### src/rtl/logic_unit_arb_pkg.sv
// Shared types and the bitwise operation helper for logic_unit_arbiter.
package logic_unit_arb_pkg;

    // Widest operand the helper handles; callers truncate the result to their WIDTH.
    localparam int unsigned MAX_W = 64;
    localparam int unsigned OP_W  = 2;

    typedef enum logic [1:0] {IDLE, EXEC, RESP} state_t;

    typedef enum logic [1:0] {OP_AND, OP_OR, OP_XOR, OP_NAND} op_t;

    // Bitwise result of one operation; NAND is complemented across all MAX_W bits
    // and the caller keeps only its low WIDTH bits.
    function automatic logic [MAX_W-1:0] logic_op(
        input op_t              op,
        input logic [MAX_W-1:0] a,
        input logic [MAX_W-1:0] b
    );
        logic [MAX_W-1:0] y;
        case (op)
            OP_AND:  y = a & b;
            OP_OR:   y = a | b;
            OP_XOR:  y = a ^ b;
            OP_NAND: y = ~(a & b);
            default: y = a & b;
        endcase
        return y;
    endfunction

endpackage

### src/rtl/logic_unit_arbiter_rr_picker.sv
// Round-robin picker: first asserted request at or after ptr, wrapping modulo NUM_REQ.
module rr_picker
    import logic_unit_arb_pkg::*;
#(
    parameter  int unsigned NUM_REQ = 4,
    localparam int unsigned ID_W    = $clog2(NUM_REQ)
) (
    input  logic [NUM_REQ-1:0] req,
    input  logic [ID_W-1:0]    ptr,
    output logic [NUM_REQ-1:0] grant,
    output logic [ID_W-1:0]    winner
);

    logic        found;
    int unsigned idx;

    // Scan NUM_REQ positions starting at ptr; the first hit wins.
    always_comb begin
        grant  = '0;
        winner = '0;
        found  = 1'b0;
        idx    = 0;
        for (int unsigned k = 0; k < NUM_REQ; k++) begin
            idx = (32'(ptr) + k) % NUM_REQ;
            if (!found && req[idx]) begin
                found       = 1'b1;
                grant[idx]  = 1'b1;
                winner      = ID_W'(idx);
            end
        end
    end

endmodule

### src/rtl/logic_unit_arbiter.sv
// Shares one registered bitwise logic unit between NUM_REQ requesters,
// round-robin, returning the result tagged with the requester index.
// Optional feature macro: LOGIC_UNIT_ARB_MULTIOP_EN (AND/OR/XOR/NAND via req_op;
// otherwise always AND and req_op is ignored). WIDTH may be at most 64.
module logic_unit_arbiter
    import logic_unit_arb_pkg::*;
#(
    parameter  int unsigned NUM_REQ = 4,
    parameter  int unsigned WIDTH   = 4,
    localparam int unsigned ID_W    = $clog2(NUM_REQ)
) (
    input  logic                     clk,
    input  logic                     rst_n,
    input  logic [NUM_REQ-1:0]       req_valid,
    output logic [NUM_REQ-1:0]       req_ready,
    input  logic [NUM_REQ*WIDTH-1:0] req_a,
    input  logic [NUM_REQ*WIDTH-1:0] req_b,
    input  logic [NUM_REQ*2-1:0]     req_op,
    output logic                     rsp_valid,
    input  logic                     rsp_ready,
    output logic [WIDTH-1:0]         rsp_y,
    output logic [ID_W-1:0]          rsp_id
);

    state_t             state, state_d;
    logic [ID_W-1:0]    rr_ptr, rr_ptr_d;
    logic [ID_W-1:0]    id_q, id_d;
    logic [WIDTH-1:0]   a_q, a_d, b_q, b_d;
    logic               rsp_valid_d;
    logic [WIDTH-1:0]   rsp_y_d;
    logic [ID_W-1:0]    rsp_id_d;
    logic [NUM_REQ-1:0] grant;
    logic [ID_W-1:0]    winner;
    logic               any_req;
    op_t                op_sel;

    assign any_req = |req_valid;

`ifdef LOGIC_UNIT_ARB_MULTIOP_EN
    op_t op_q, op_d;
    assign op_sel = op_q;
`else
    // Op codes are not used in the AND-only build.
    logic unused_req_op;
    assign unused_req_op = ^req_op;
    assign op_sel        = OP_AND;
`endif

    rr_picker #(.NUM_REQ(NUM_REQ)) u_picker (
        .req    (req_valid),
        .ptr    (rr_ptr),
        .grant  (grant),
        .winner (winner)
    );

    // Grant only while idle and out of reset.
    assign req_ready = (rst_n && (state == IDLE)) ? grant : '0;

    // Next-state and next-register values.
    always_comb begin
        state_d     = state;
        rr_ptr_d    = rr_ptr;
        id_d        = id_q;
        a_d         = a_q;
        b_d         = b_q;
        rsp_valid_d = rsp_valid;
        rsp_y_d     = rsp_y;
        rsp_id_d    = rsp_id;
`ifdef LOGIC_UNIT_ARB_MULTIOP_EN
        op_d        = op_q;
`endif
        case (state)
            IDLE: begin
                if (any_req) begin
                    a_d      = req_a[32'(winner)*WIDTH +: WIDTH];
                    b_d      = req_b[32'(winner)*WIDTH +: WIDTH];
`ifdef LOGIC_UNIT_ARB_MULTIOP_EN
                    op_d     = op_t'(req_op[32'(winner)*OP_W +: OP_W]);
`endif
                    id_d     = winner;
                    rr_ptr_d = (32'(winner) == NUM_REQ - 1) ? '0 : winner + ID_W'(1);
                    state_d  = EXEC;
                end
            end
            EXEC: begin
                rsp_y_d     = WIDTH'(logic_op(op_sel, MAX_W'(a_q), MAX_W'(b_q)));
                rsp_id_d    = id_q;
                rsp_valid_d = 1'b1;
                state_d     = RESP;
            end
            RESP: begin
                if (rsp_valid && rsp_ready) begin
                    rsp_valid_d = 1'b0;
                    state_d     = IDLE;
                end
            end
            default: state_d = IDLE;
        endcase
    end

    // State and datapath registers; reset drops any in-flight transaction.
    always_ff @(posedge clk or negedge rst_n) begin
        if (!rst_n) begin
            state     <= IDLE;
            rr_ptr    <= '0;
            id_q      <= '0;
            a_q       <= '0;
            b_q       <= '0;
            rsp_valid <= 1'b0;
            rsp_y     <= '0;
            rsp_id    <= '0;
`ifdef LOGIC_UNIT_ARB_MULTIOP_EN
            op_q      <= OP_AND;
`endif
        end else begin
            state     <= state_d;
            rr_ptr    <= rr_ptr_d;
            id_q      <= id_d;
            a_q       <= a_d;
            b_q       <= b_d;
            rsp_valid <= rsp_valid_d;
            rsp_y     <= rsp_y_d;
            rsp_id    <= rsp_id_d;
`ifdef LOGIC_UNIT_ARB_MULTIOP_EN
            op_q      <= op_d;
`endif
        end
    end

endmodule

### config.mk
export PLATFORM = sky130hd
export DESIGN_NAME = logic_unit_arbiter
export DESIGN_NICKNAME = d
export VERILOG_FILES = /design/src/rtl/logic_unit_arb_pkg.sv /design/src/rtl/logic_unit_arbiter_rr_picker.sv /design/src/rtl/logic_unit_arbiter.sv
export SDC_FILE = /design/constraint.sdc
export NUM_CORES = 1
export LEC_CHECK = 0
export BUFFER_PORTS_ARGS = -buffer_cell sky130_fd_sc_hd__buf_2
export CORE_MARGIN = 2
export CORE_UTILIZATION = 25
export CTS_CLUSTER_DIAMETER = 150
export DETAILED_ROUTE_END_ITERATION = 16
export PLACE_DENSITY = 0.53
export SLEW_MARGIN = 40
export SYNTH_ARGS = -nofsm -noshare
export SYNTH_HDL_FRONTEND = slang
export SYNTH_SLANG_ARGS = --single-unit
### constraint.sdc
create_clock -name clk -period 6.3 [get_ports clk]
set_input_delay 0.63 -clock clk [delete_from_list [all_inputs] [get_ports clk]]
set_output_delay 0.63 -clock clk [all_outputs]
set_load 0.005 [all_outputs]
==> After elaboration in Yosys (flattened, before gate mapping) <==
Index checks and enable logic that the tools add are counted.
{ "classes": {"eq_ne": 5, "n_bitwise": 4, "n_reduce_logical": 18, "addsub": 4, "magnitude_cmp": 8, "n_div": 0, "muxes": 34, "n_shift": 2, "multipliers": 0} }
{ "op_table": {"columns": ["operator", "count"], "rows": [
  ["16-bit by 5-bit indexed part select with 4-bit output", 2],
  ["4-bit two-way mux", 5],
  ["2-bit two-way mux", 7],
  ["2-bit by 3-bit less-than comparator with 1-bit output (second input constant)", 4],
  ["1-bit two-way mux", 12],
  ["4-bit OR", 3],
  ["1-bit logical AND", 9],
  ["1-bit binary-select mux with 2-bit select", 4],
  ["1-bit demux with 2-bit select", 4],
  ["2-bit by 1-bit >= comparator with 1-bit output (second input constant)", 4],
  ["2-bit one-hot mux with 3 select lines", 1],
  ["2-bit AND reduction", 3],
  ["2-bit by 1-bit adder with 2-bit output (second input constant)", 2],
  ["2-bit adder (second input constant)", 2],
  ["4-bit AND", 1],
  ["2-bit == test (second input constant)", 2],
  ["2-bit inequality test (second input constant)", 2],
  ["4-bit OR reduction", 1],
  ["1-bit logical NOT", 3],
  ["2-bit by 1-bit == test with 1-bit output (second input constant)", 1],
  ["2-bit logical NOT", 1],
  ["1-bit one-hot mux with 2 select lines", 1],
  ["2-bit nonzero test", 1]
]} }
{ "word_totals": {"mem_bits_ro": 0, "elab_cells": 83, "latch_bits": 0, "output_inout_bits": 11, "n_memories": 0, "mem_bits_rw": 0, "register_bits": 21} }

==> Longest topological paths before layout <==
Gate-level depths: netlist of run 1.
{ "depth": {"word_depth": 14, "ltp_mapped": 11} }

==> Hierarchy <==
From an unflattened synthesis of run 1, not the netlist that was laid out.
{ "unflattened": {"hier_cells": 141, "area_unflattened_um2": 1566.5} }
{ "modules_own_cells": {"columns": ["mod", "n_inst", "seq_area_each_um2", "area_each_um2", "cells_each"], "rows": [
  ["logic_unit_arbiter", 1, 525.5, 1077.3, 76],
  ["rr_picker", 1, 0.0, 489.2, 65]
]} }

==> Worst setup path after synthesis of run 1 <==
Ideal clock, no wire load.
{ "synth_path": {"path_type": "reg-to-reg", "from": "register rr_ptr[0]", "to": "register a_q[0]", "path_buffers": 3, "setup_time_ps": 94, "path_stages_with_launch": 12, "setup_slack_ps": 3329, "arrival_ps": 2877, "cell_sequence": "dfrtp_1 > buf_2 > inv_1 > ha_1 > mux4_1 > nor2b_4 > or4_4 > buf_6 > and2_4 > buf_6 > mux2i_1 > a211oi_1"} }
{ "synth_between": {"elab_chain_cells": 13} }
{ "synth_rtl": {"columns": ["element", "line", "text"], "rows": [
  ["start, declared", "logic_unit_arbiter.sv:26", "logic [ID_W-1:0] rr_ptr, rr_ptr_d;"],
  ["start signal, assigned", "logic_unit_arbiter.sv:117", "rr_ptr <= rr_ptr_d;"],
  ["parallel branches: the longest is 11 deep, another holds 2-bit by 1-bit adder with 2-bit output", null, null],
  ["2-bit two-way mux *", "logic_unit_arbiter_rr_picker.sv:25", "if (!found && req[idx]) begin"],
  ["16-bit by 5-bit indexed part select with 4-bit output *", "logic_unit_arbiter.sv:75", "a_d = req_a[32'(winner)*WIDTH +: WIDTH];"],
  ["end signal, assigned", "logic_unit_arbiter.sv:107", "a_q <= '0;"],
  ["end signal, assigned", "logic_unit_arbiter.sv:119", "a_q <= a_d;"],
  ["end, declared", "logic_unit_arbiter.sv:28", "logic [WIDTH-1:0] a_q, a_d, b_q, b_d;"]
]} }
Mark *: on every way between the ends. The select of a mux whose other input is x is not followed.
A chain may end at the register's enable or synchronous reset.

==> Worst setup path in the final report of run 1 <==
{ "layout_path": {"from": "register rr_ptr[0]", "to": "output req_ready[1]"} }
{ "layout_between": {"elab_chain_cells": 13} }
{ "layout_rtl": {"columns": ["element", "line", "text"], "rows": [
  ["parallel branches: the longest is 11 deep, another holds 2-bit by 3-bit less-than comparator with 1-bit output", null, null],
  ["4-bit two-way mux *", "logic_unit_arbiter_rr_picker.sv:25", null],
  ["4-bit two-way mux *", "logic_unit_arbiter.sv:57", "assign req_ready = (rst_n && (state == IDLE)) ? grant : '0;"],
  ["end, declared", "logic_unit_arbiter.sv:15", "output logic [NUM_REQ-1:0] req_ready,"]
]} }
Marked as above.

==> impl_metrics.tcl, run 1 <==
set metrics [dict create \
    ys_seq_area_share_pct 34.5 \
    antenna_found_initial 0 \
    via_per_inst 4.79 \
    syn_avg_cell_area_sq_um 9.13 \
    fin_crit_ps 3770 \
    fp.dieW_um 82.1 \
    syn_inst 167 \
    grt_pass1_wl_um 5600 \
    r2r-end "a_q[2]" \
    met2WireLength_um 1560 \
    drtAntennaViolNets 0 \
    path_class "flop to output pin" \
    async_flop_share_pct 100 \
    wire_per_inst_um 12.5 \
    yosysWarnings 0 \
    cp-end-kind "output pin" \
    drt-initial-drc-count 65 \
    r2r_slack_ps 2930 \
    reg2reg_from "rr_ptr[0]" \
    fin_tns_setup_ps 0 \
    drive_gt1_share_pct 30.1 \
    finalSetupViolCount 0 \
    core.rowCount 28 \
    place_congestion 0.788 \
    highest_layer "met4" \
    grtUsageTotal_pct 10.6 \
    post-route-period-util_pct 59.8 \
    routed_wirelength_um 3540 \
    die_h_um 82.1 \
    grt_setup_unrepaired "false" \
    cts_resized 0 \
    synth_seq_cells 21 \
    slowest_delay_ps 730 \
    overflow 0 \
    wl_met1_um 1790 \
    nNetsFinal 264 \
    cts_sinks 21 \
    max_freq_ghz 0.265 \
    ys.flop_type "dfrtp_1" \
    grt_pass1_vias 1196 \
    synth_area_leaders "dfrtp_1, nand2_1, ha_1" \
    coreArea_sq_um 5920 \
    start_kind "flop" \
    cts_buffer_depth 2 \
    htreeDepth 1 \
    path_max_fanout 16 \
    worst_slew_pin_slew_ps 775 \
    crit_family "flip-flops" \
    syn_nets 221 \
    insertion_delay_ps 250 \
    critPathBufInv 2 \
    critPathArrivalTime_ps 3140 \
    io_pins 58 \
    relSlewSlack_pct 48.1 \
    numPortBuffers 49 \
    critPathLaunch "rr_ptr[0]" \
    start_util_pct 25.8 \
    p_total_uw 258 \
    hold_viol 0 \
    status "complete, no violations" \
    maxSlewViolCount 0 \
    num_antenna_cells 0 \
    min-delay-path-class "input pin to asynchronous set/reset pin" \
    yosysTopAreaCellShare_pct 34.5 \
    leakage_nw 0.866 \
    drc 0 \
    ff2ff_path_depth 8 \
    peakVddDrop_mv 0.0718 \
    dr_wl_met3_um 171 \
    path_depth 8 \
    slowest_stage "dfrtp_1" \
    dieArea_sq_um 6740 \
    power_density_nw_per_um2 142 \
    required_ps 5670 \
    synth_cell_type_count 42 \
    cts_setup_buffers 0 \
    ctsRootBufferMaster "clkbuf_8" \
    clk_pin_slew_ps 70 \
    worstPathCellList "inv_1, ha_1, mux4_1, a22oi_1, nor2_1, a221oi_1, nor2_1, buf_2" \
    cts_tree "done" \
    endpoint "req_ready[1]" \
    dpl.hpwl_um 2770 \
    netlist_area_sq_um 1530 \
    first_pass_iters 4 \
    drv_cap 0 \
    holdWs_ps 320 \
    yosysTopAreaCell "dfrtp_1" \
    worst_clock_skew_ps 2.47 \
    synth_edf_count 0 \
    ctsHoldBuffers 0 \
    area_growth_syn_to_layout_pct 19.4 \
    path_common_cell "nor2_1" \
    cts_made_buffers 3 \
    grt_max_degree 23 \
    num_vias 1360 \
]
[placed cells by master (no fill, tap or decap), drive strengths merged, types with 4 or more instances in the layout]
cell	count
a311oi	6
buf	50
clkbuf	4
dfrtp	21
a221oi	4
nor2	22
a21oi	4
a211oi	10
o21ai	8
a22oi	4
ha	7
nand2	28
and3	8
[state kept, by name, summed over array words and instances (netlist names)]
signal     count
b_q            4
id_q           2
rsp_id         2
rsp_y          4
rr_ptr         2
rsp_valid      1
state          2
a_q            4
[routing by layer]
layer / up-vias / track usage, %
met3: 2 / 1.52
met2: 37 / 16.6
met4: 0 / 2.50
met5: - / 0
met1: 628 / 15.5
li1: 693 / -
[power breakdown]
| group | leakage [nW] | switching, mW | internal, mW |
|---|---|---|---|
| registers | 0.283 | 0 | 0.135 |
| clock network | 0.0228 | 0.0402 | 0.0449 |
| logic | 0.560 | 0.0204 | 0.0175 |
| total | 0.866 | 0.0606 | 0.197 |
[area by class of cell]
class	instances	area, sq um
fill	646	4100
multi-input combinational	131	892
sequential	21	526
timing repair buffer	50	253
tap	75	93.8
clock buffer	4	45.0
inverter	3	11.3
[cells by family after synthesis]
kind of cell               synth area share [%]
AOI/OAI and AO/OA                          21.8
muxes                                      8.12
buffers and inverters                      7.05
adders and majority gates                  5.74
xor gates and xnor gates                  0.574
DFF                                        34.5
and+or+nand+nor                            22.2
[worst reg2reg max path, stage by stage (launching register included)]
cell and delay [ps]:
dfrtp_1 730, inv_1 270, ha_1 420, mux4_1 690, nor2b_4 250, o21ai_2 200, and3_1 260, a211oi_1 320
a211oi_1 100
[worst min-delay path by stage]
stage,start,to,cells after the start
finish,rst_n,rsp_valid,1
global route,rst_n,state[1],1
CTS,rst_n,rsp_valid,1
detailed placement,rsp_y[3],rsp_y[3],2
global placement,rsp_y[2],rsp_y[2],2
floorplan,rst_n,a_q[0],0
[stage by stage]
step	worst slack, ps	std cells	util (%)	area (sq um)
6_report	2530	284	30.7	1820
5_1_grt	2350	284	30.7	1820
4_1_cts	2530	284	30.7	1820
3_5_place_dp	2830	280	30.0	1780
3_3_place_gp	2860	280	30.0	1780
2_1_floorplan	3330	167	-	1530
[synthesized netlist by cell type (2+ instances only)]
cell type / number
nand2_1: 27
o22ai_1: 2
mux4_2: 2
a211oi_1: 10
dfrtp_1: 21
a221oi_1: 4
buf_6: 4
ha_1: 7
clkbuf_1: 2
nor2_1: 22
inv_1: 3
mux2_2: 2
mux2i_1: 3
and3_1: 8
a311oi_1: 6
nand2b_1: 3
o21ai_0: 7
buf_2: 3
o21a_1: 2
a22oi_1: 4
a21oi_1: 4
Power figures use the tool's default switching activity.
==> inputs of run 2 (changes only) <==
- PLACE_DENSITY: 0.53 -> 0.55
- clock period: 6.3 -> 3.4 ns (I/O delays scaled with it)
==> impl_metrics.tcl, run 2 (synthesis gave the netlist of run 1 again) <==
set metrics [dict create \
    fill_cells 641 \
    cp-end-kind "output pin" \
    leakage_nw 0.879 \
    finalSetupViolCount 0 \
    min-delay-path-class "input pin to asynchronous set/reset pin" \
    dieArea_sq_um 6740 \
    slowest_delay_ps 700 \
    hold_viol 0 \
    place_congestion 0.767 \
    reg.largest.list "a_q: 4 flops, b_q: 4 flops, rsp_y: 4 flops" \
    io_pins 58 \
    drc 0 \
    start_kind "flop" \
    cts_made_buffers 3 \
    post-route-period-util_pct 83.4 \
    drive_gt1_share_pct 31.3 \
    dpl.hpwl_um 2760 \
    critPathArrivalTime_ps 2500 \
    path_common_cell "nor2_1" \
    peakVddDrop_mv 0.116 \
    drv_cap 0 \
    via_per_inst 4.71 \
    start_util_pct 25.8 \
    routed_wirelength_um 3530 \
    area_growth_syn_to_layout_pct 20.4 \
    htreeDepth 1 \
    num_vias 1347 \
    r2r_slack_ps 660 \
    grtUsageTotal_pct 10.2 \
    first_pass_iters 4 \
    reg2reg_from "rr_ptr[0]" \
    insertion_delay_ps 250 \
    fin_crit_ps 2840 \
    r2r-end "a_q[1]" \
    num_antenna_cells 0 \
    path_class "flop to output pin" \
    slowest_stage "mux4_1" \
    instances_no_fill 286 \
    antenna_found_initial 0 \
    ctsHoldBuffers 0 \
    layout_common_cells "buf_2, nand2_1, nor2_1" \
    cts_setup_buffers 0 \
    cts_buffer_depth 2 \
    ctsRootBufferMaster "clkbuf_8" \
    fin_tns_setup_ps 0 \
    grt_max_degree 23 \
    maxSlewViolCount 0 \
    fp.dieW_um 82.1 \
    placed_cells_incl_taps 282 \
    power_density_nw_per_um2 261 \
    numPortBuffers 49 \
    holdWs_ps 28.7 \
    fin_util_pct 31.0 \
    nNetsFinal 266 \
    dpl_worst_slack_ps 663 \
    worstPathCellList "inv_1, ha_1, mux4_1, a22oi_1, nor2_1, a221oi_1, nor2_1, buf_2" \
    cts_sinks 21 \
    max_freq_ghz 0.353 \
    required_ps 3060 \
    worst_slew_pin_slew_ps 737 \
    wire_per_inst_um 12.4 \
    grt_setup_unrepaired "false" \
    drtAntennaViolNets 0 \
    path_max_fanout 6 \
    clk_pin_slew_ps 80 \
    grt_pass1_wl_um 5500 \
    die_h_um 82.1 \
    coreArea_sq_um 5920 \
    drt-initial-drc-count 59 \
    cts_tree "done" \
    crit_family "multiplexers" \
    final_common_cell "buf_2" \
    setup_ws_ps 564 \
    critPathBufInv 2 \
    relSlewSlack_pct 50.7 \
    grt_pass1_vias 1195 \
    status "complete, no violations" \
    worst_clock_skew_ps 2.68 \
    ff2ff_path_depth 8 \
    cts_resized 0 \
    core.rowCount 28 \
    overflow 0 \
]
[run 2: changes by cell type in the layout (fill, tap and decap cells not counted), sizes merged]
| cell | previous run | this run |
|---|---|---|
| buf | 50 | 52 |
| clkbuf | 4 | 3 |
| clkinv | 0 | 1 |
[run 2: final cells by class]
class	instances	area, sq um	area share, %
Clock buffer	3	41.3	2.25
Clock inverter	1	5.00	0.272
Inverter	3	11.3	0.613
Multi-Input combinational cell	131	892	48.6
Sequential cell	21	526	28.6
Tap cell	75	93.8	5.11
Timing Repair Buffer	52	268	14.6
[run 2: per-layer routing]
layer  up-vias  routed length [um]  track usage (%)
met2        32                1680             15.4
met1       622                1670             15.0
met3         0                 183             1.74
met4         0                   0             2.50
li1        693                   -                -
met5         -                   0                0
[run 2: how the worst max path moves through the flow]
stage	from	depth (start not counted)	end
3_3_place_gp	rr_ptr[0]	8	a_q[1]
6_report	rr_ptr[0]	8	req_ready[0]
3_5_place_dp	rr_ptr[0]	8	a_q[1]
4_1_cts	rr_ptr[0]	9	req_ready[2]
2_1_floorplan	rr_ptr[0]	11	a_q[0]
5_1_grt	rr_ptr[0]	9	req_ready[2]
[run 2: through the flow]
| stage | instance area, sq um | total power [mW] |
|---|---|---|
| floorplan | 1530 | 0.301 |
| global placement | 1790 | 0.324 |
| detailed placement | 1790 | 0.325 |
| CTS | 1840 | 0.483 |
| global route | 1840 | 0.503 |
| finish | 1840 | 0.479 |
[run 2: worst register-to-register path: stages (launching register included)]
cell      delay (ps)
dfrtp_1          380
inv_1            170
ha_1             300
mux4_1           490
nor2b_4          100
or4_4            580
and3_1           220
a211oi_1         280
a311oi_1          80
[run 2: power by group]
group          switching, mW  leakage (nW)  internal (mW)
Sequential                 0         0.283          0.250
Clock                 0.0777        0.0255         0.0814
Combinational         0.0374         0.570         0.0325
==> inputs of run 3 (changes only) <==
- ABC_AREA: unset -> 1
- PLACE_DENSITY: 0.55 -> 0.54
- clock period: 3.4 -> 2.6 ns (I/O delays scaled with it)
==> impl_metrics.tcl, run 3 <==
set metrics [dict create \
    status "complete, no violations" \
    crit_family "buffers and inverters" \
    die_h_um 87.3 \
    cts_sinks 21 \
    r2r_slack_ps 440 \
    yosysWarnings 0 \
    required_ps 2340 \
    whs_path_depth 4 \
    nNetsFinal 386 \
    leakage_nw 1.33 \
    fill_cells 758 \
    worst_slew_pin_slew_ps 597 \
    insertion_delay_ps 260 \
    power_density_nw_per_um2 1320 \
    max_freq_ghz 0.425 \
    yosysTopAreaCell "dfrtp_1" \
    drv_cap 0 \
    fin_tns_setup_ps 0 \
    fin_util_pct 32.0 \
    place_congestion 0.850 \
    hold_viol 0 \
    synth_seq_cells 21 \
    num_vias 1771 \
    syn_nets 328 \
    start_util_pct 25.7 \
    ys_seq_area_share_pct 30.3 \
    post-route-period-util_pct 90.4 \
    slowest_stage "dfrtp_1" \
    cts_tree "done" \
    maxSlewViolCount 0 \
    ff2ff_path_depth 14 \
    drt-initial-drc-count 95 \
    io_pins 58 \
    grt_pass1_vias 1640 \
    reg.largest.list "a_q: 4 flops, b_q: 4 flops, rsp_y: 4 flops" \
    drtAntennaViolNets 0 \
    synth_area_leaders "dfrtp_1, nand2_1, nand3_1" \
    yosysTopAreaCellShare_pct 30.3 \
    first_pass_iters 5 \
    htreeDepth 1 \
    finalSetupViolCount 0 \
    clk_pin_slew_ps 80 \
    slowest_delay_ps 410 \
    peakVddDrop_mv 0.481 \
    min_to "state[1]" \
    path_class "flop to output pin" \
    critPathLaunch "rr_ptr[0]" \
    critPathArrivalTime_ps 2090 \
    syn_inst 274 \
    syn_avg_cell_area_sq_um 6.33 \
    wire_per_inst_um 10.4 \
    worst_clock_skew_ps 6.91 \
    drc 0 \
    async_flop_share_pct 100 \
    cts_buffer_depth 2 \
    worstPathCellList "inv_4, ha_2, inv_1, nand3_1, nand2_2, nor2_2, buf_4, a22oi_1, nand2_1, o21ai_0, inv_1, buf_2" \
    ctsRootBufferMaster "clkbuf_8" \
    reg2reg_from "rr_ptr[0]" \
    netlist_area_sq_um 1730 \
    via_per_inst 4.31 \
    grt_setup_unrepaired "false" \
    yosys.cell_count.top_type "nand2_1" \
    cp-end-kind "output pin" \
    numPortBuffers 49 \
    cts_made_buffers 3 \
    layout_common_cells "nand2_1, nand3_1, inv_1" \
    path_common_cell "inv_1" \
    num_antenna_cells 0 \
    area_growth_syn_to_layout_pct 24.7 \
    coreArea_sq_um 6760 \
    fp.dieW_um 87.3 \
    r2r-end "a_q[1]" \
    dpl.hpwl_um 3330 \
    drive_gt1_share_pct 23.9 \
    overflow 0 \
    final_common_cell "nand2_1" \
    dieArea_sq_um 7620 \
    grt_pass1_wl_um 7390 \
    fin_crit_ps 2350 \
    antenna_found_initial 0 \
    routed_wirelength_um 4260 \
    min-delay-path-class "input pin to flop" \
    grtUsageTotal_pct 11.7 \
    relSlewSlack_pct 59.8 \
    critPathBufInv 5 \
    synth_cell_type_count 25 \
    p_total_mw 2.86 \
    path_max_fanout 5 \
    synth_common_cells "nand2_1, nand3_1, inv_1, dfrtp_1, nor2_1" \
    synth_edf_count 0 \
    min-delay-start "rsp_ready" \
    grt_max_degree 22 \
    core.rowCount 30 \
    ys.flop_type "dfrtp_1" \
    start_kind "flop" \
]
[run 3: logic make-up (layout without fill, tap and decap cells)]
| family | count (synthesis) | count (layout) | share of synthesized area [%] |
|---|---|---|---|
| flops | 21 | 21 | 30.3 |
| fa+ha+maj | 7 | 7 | 5.05 |
| buf+inv | 61 | 118 | 14.6 |
| compound gates | 17 | 17 | 6.06 |
| simple gates | 168 | 168 | 44.0 |
[run 3: worst register-to-register path: cells and delay by family, from the launching register on]
kind / cells / cell delay [ps]
adder cells (fa/ha/maj): 1 / 360
flip-flops: 1 / 390
AND/OR/NAND/NOR: 11 / 1190
buffers and inverters: 2 / 140
[run 3: layout make-up]
class / instances / area (sq um) / share of cell area (%)
clock buffers: 3 / 41.3 / 1.91
clock inverters: 1 / 5.00 / 0.231
inverters: 56 / 213 / 9.83
repair buffers: 58 / 315 / 14.6
well taps: 80 / 100 / 4.63
flip-flops and latches: 21 / 526 / 24.3
multi-input cells: 192 / 963 / 44.5
[run 3: power by group]
group	internal [mW]	total, mW	switching [mW]
registers	0.483	0.555	0.0725
logic	0.737	2.09	1.35
clock network	0.107	0.211	0.104
[run 3: per-stage QoR]
stage	setup slack, ps	cells	area [sq um]	hold WS, ps
after detailed placement	324	405	2090	268
final	249	411	2160	271
after global placement	370	405	2090	272
after global routing	63.0	411	2160	312
after floorplan	503	274	1730	-35.6
after CTS	103	410	2150	269
[run 3: per-layer routing]
metal	vias up	GRT usage, %	part of all wire [%]
li1	969	-	-
met1	732	17.1	50
met2	66	18.0	43
met3	4	1.61	6.3
met4	0	3.36	0.77
met5	-	0	0
[run 3: worst max path at each step]
stage                         to  cells after the start
global placement          b_q[2]                     14
global route        req_ready[3]                     12
finish              req_ready[3]                     12
floorplan              rr_ptr[1]                     12
CTS                 req_ready[2]                     13
detailed placement        a_q[0]                     14
[run 3: timing repair]
item / in CTS / in global routing
setup endpoints to repair: 0 / 4
endpoints found under the hold margin: 21 / 0
hold buffers: 1 / 0
gates resized for setup: 0 / 3
setup buffers: 0 / 1
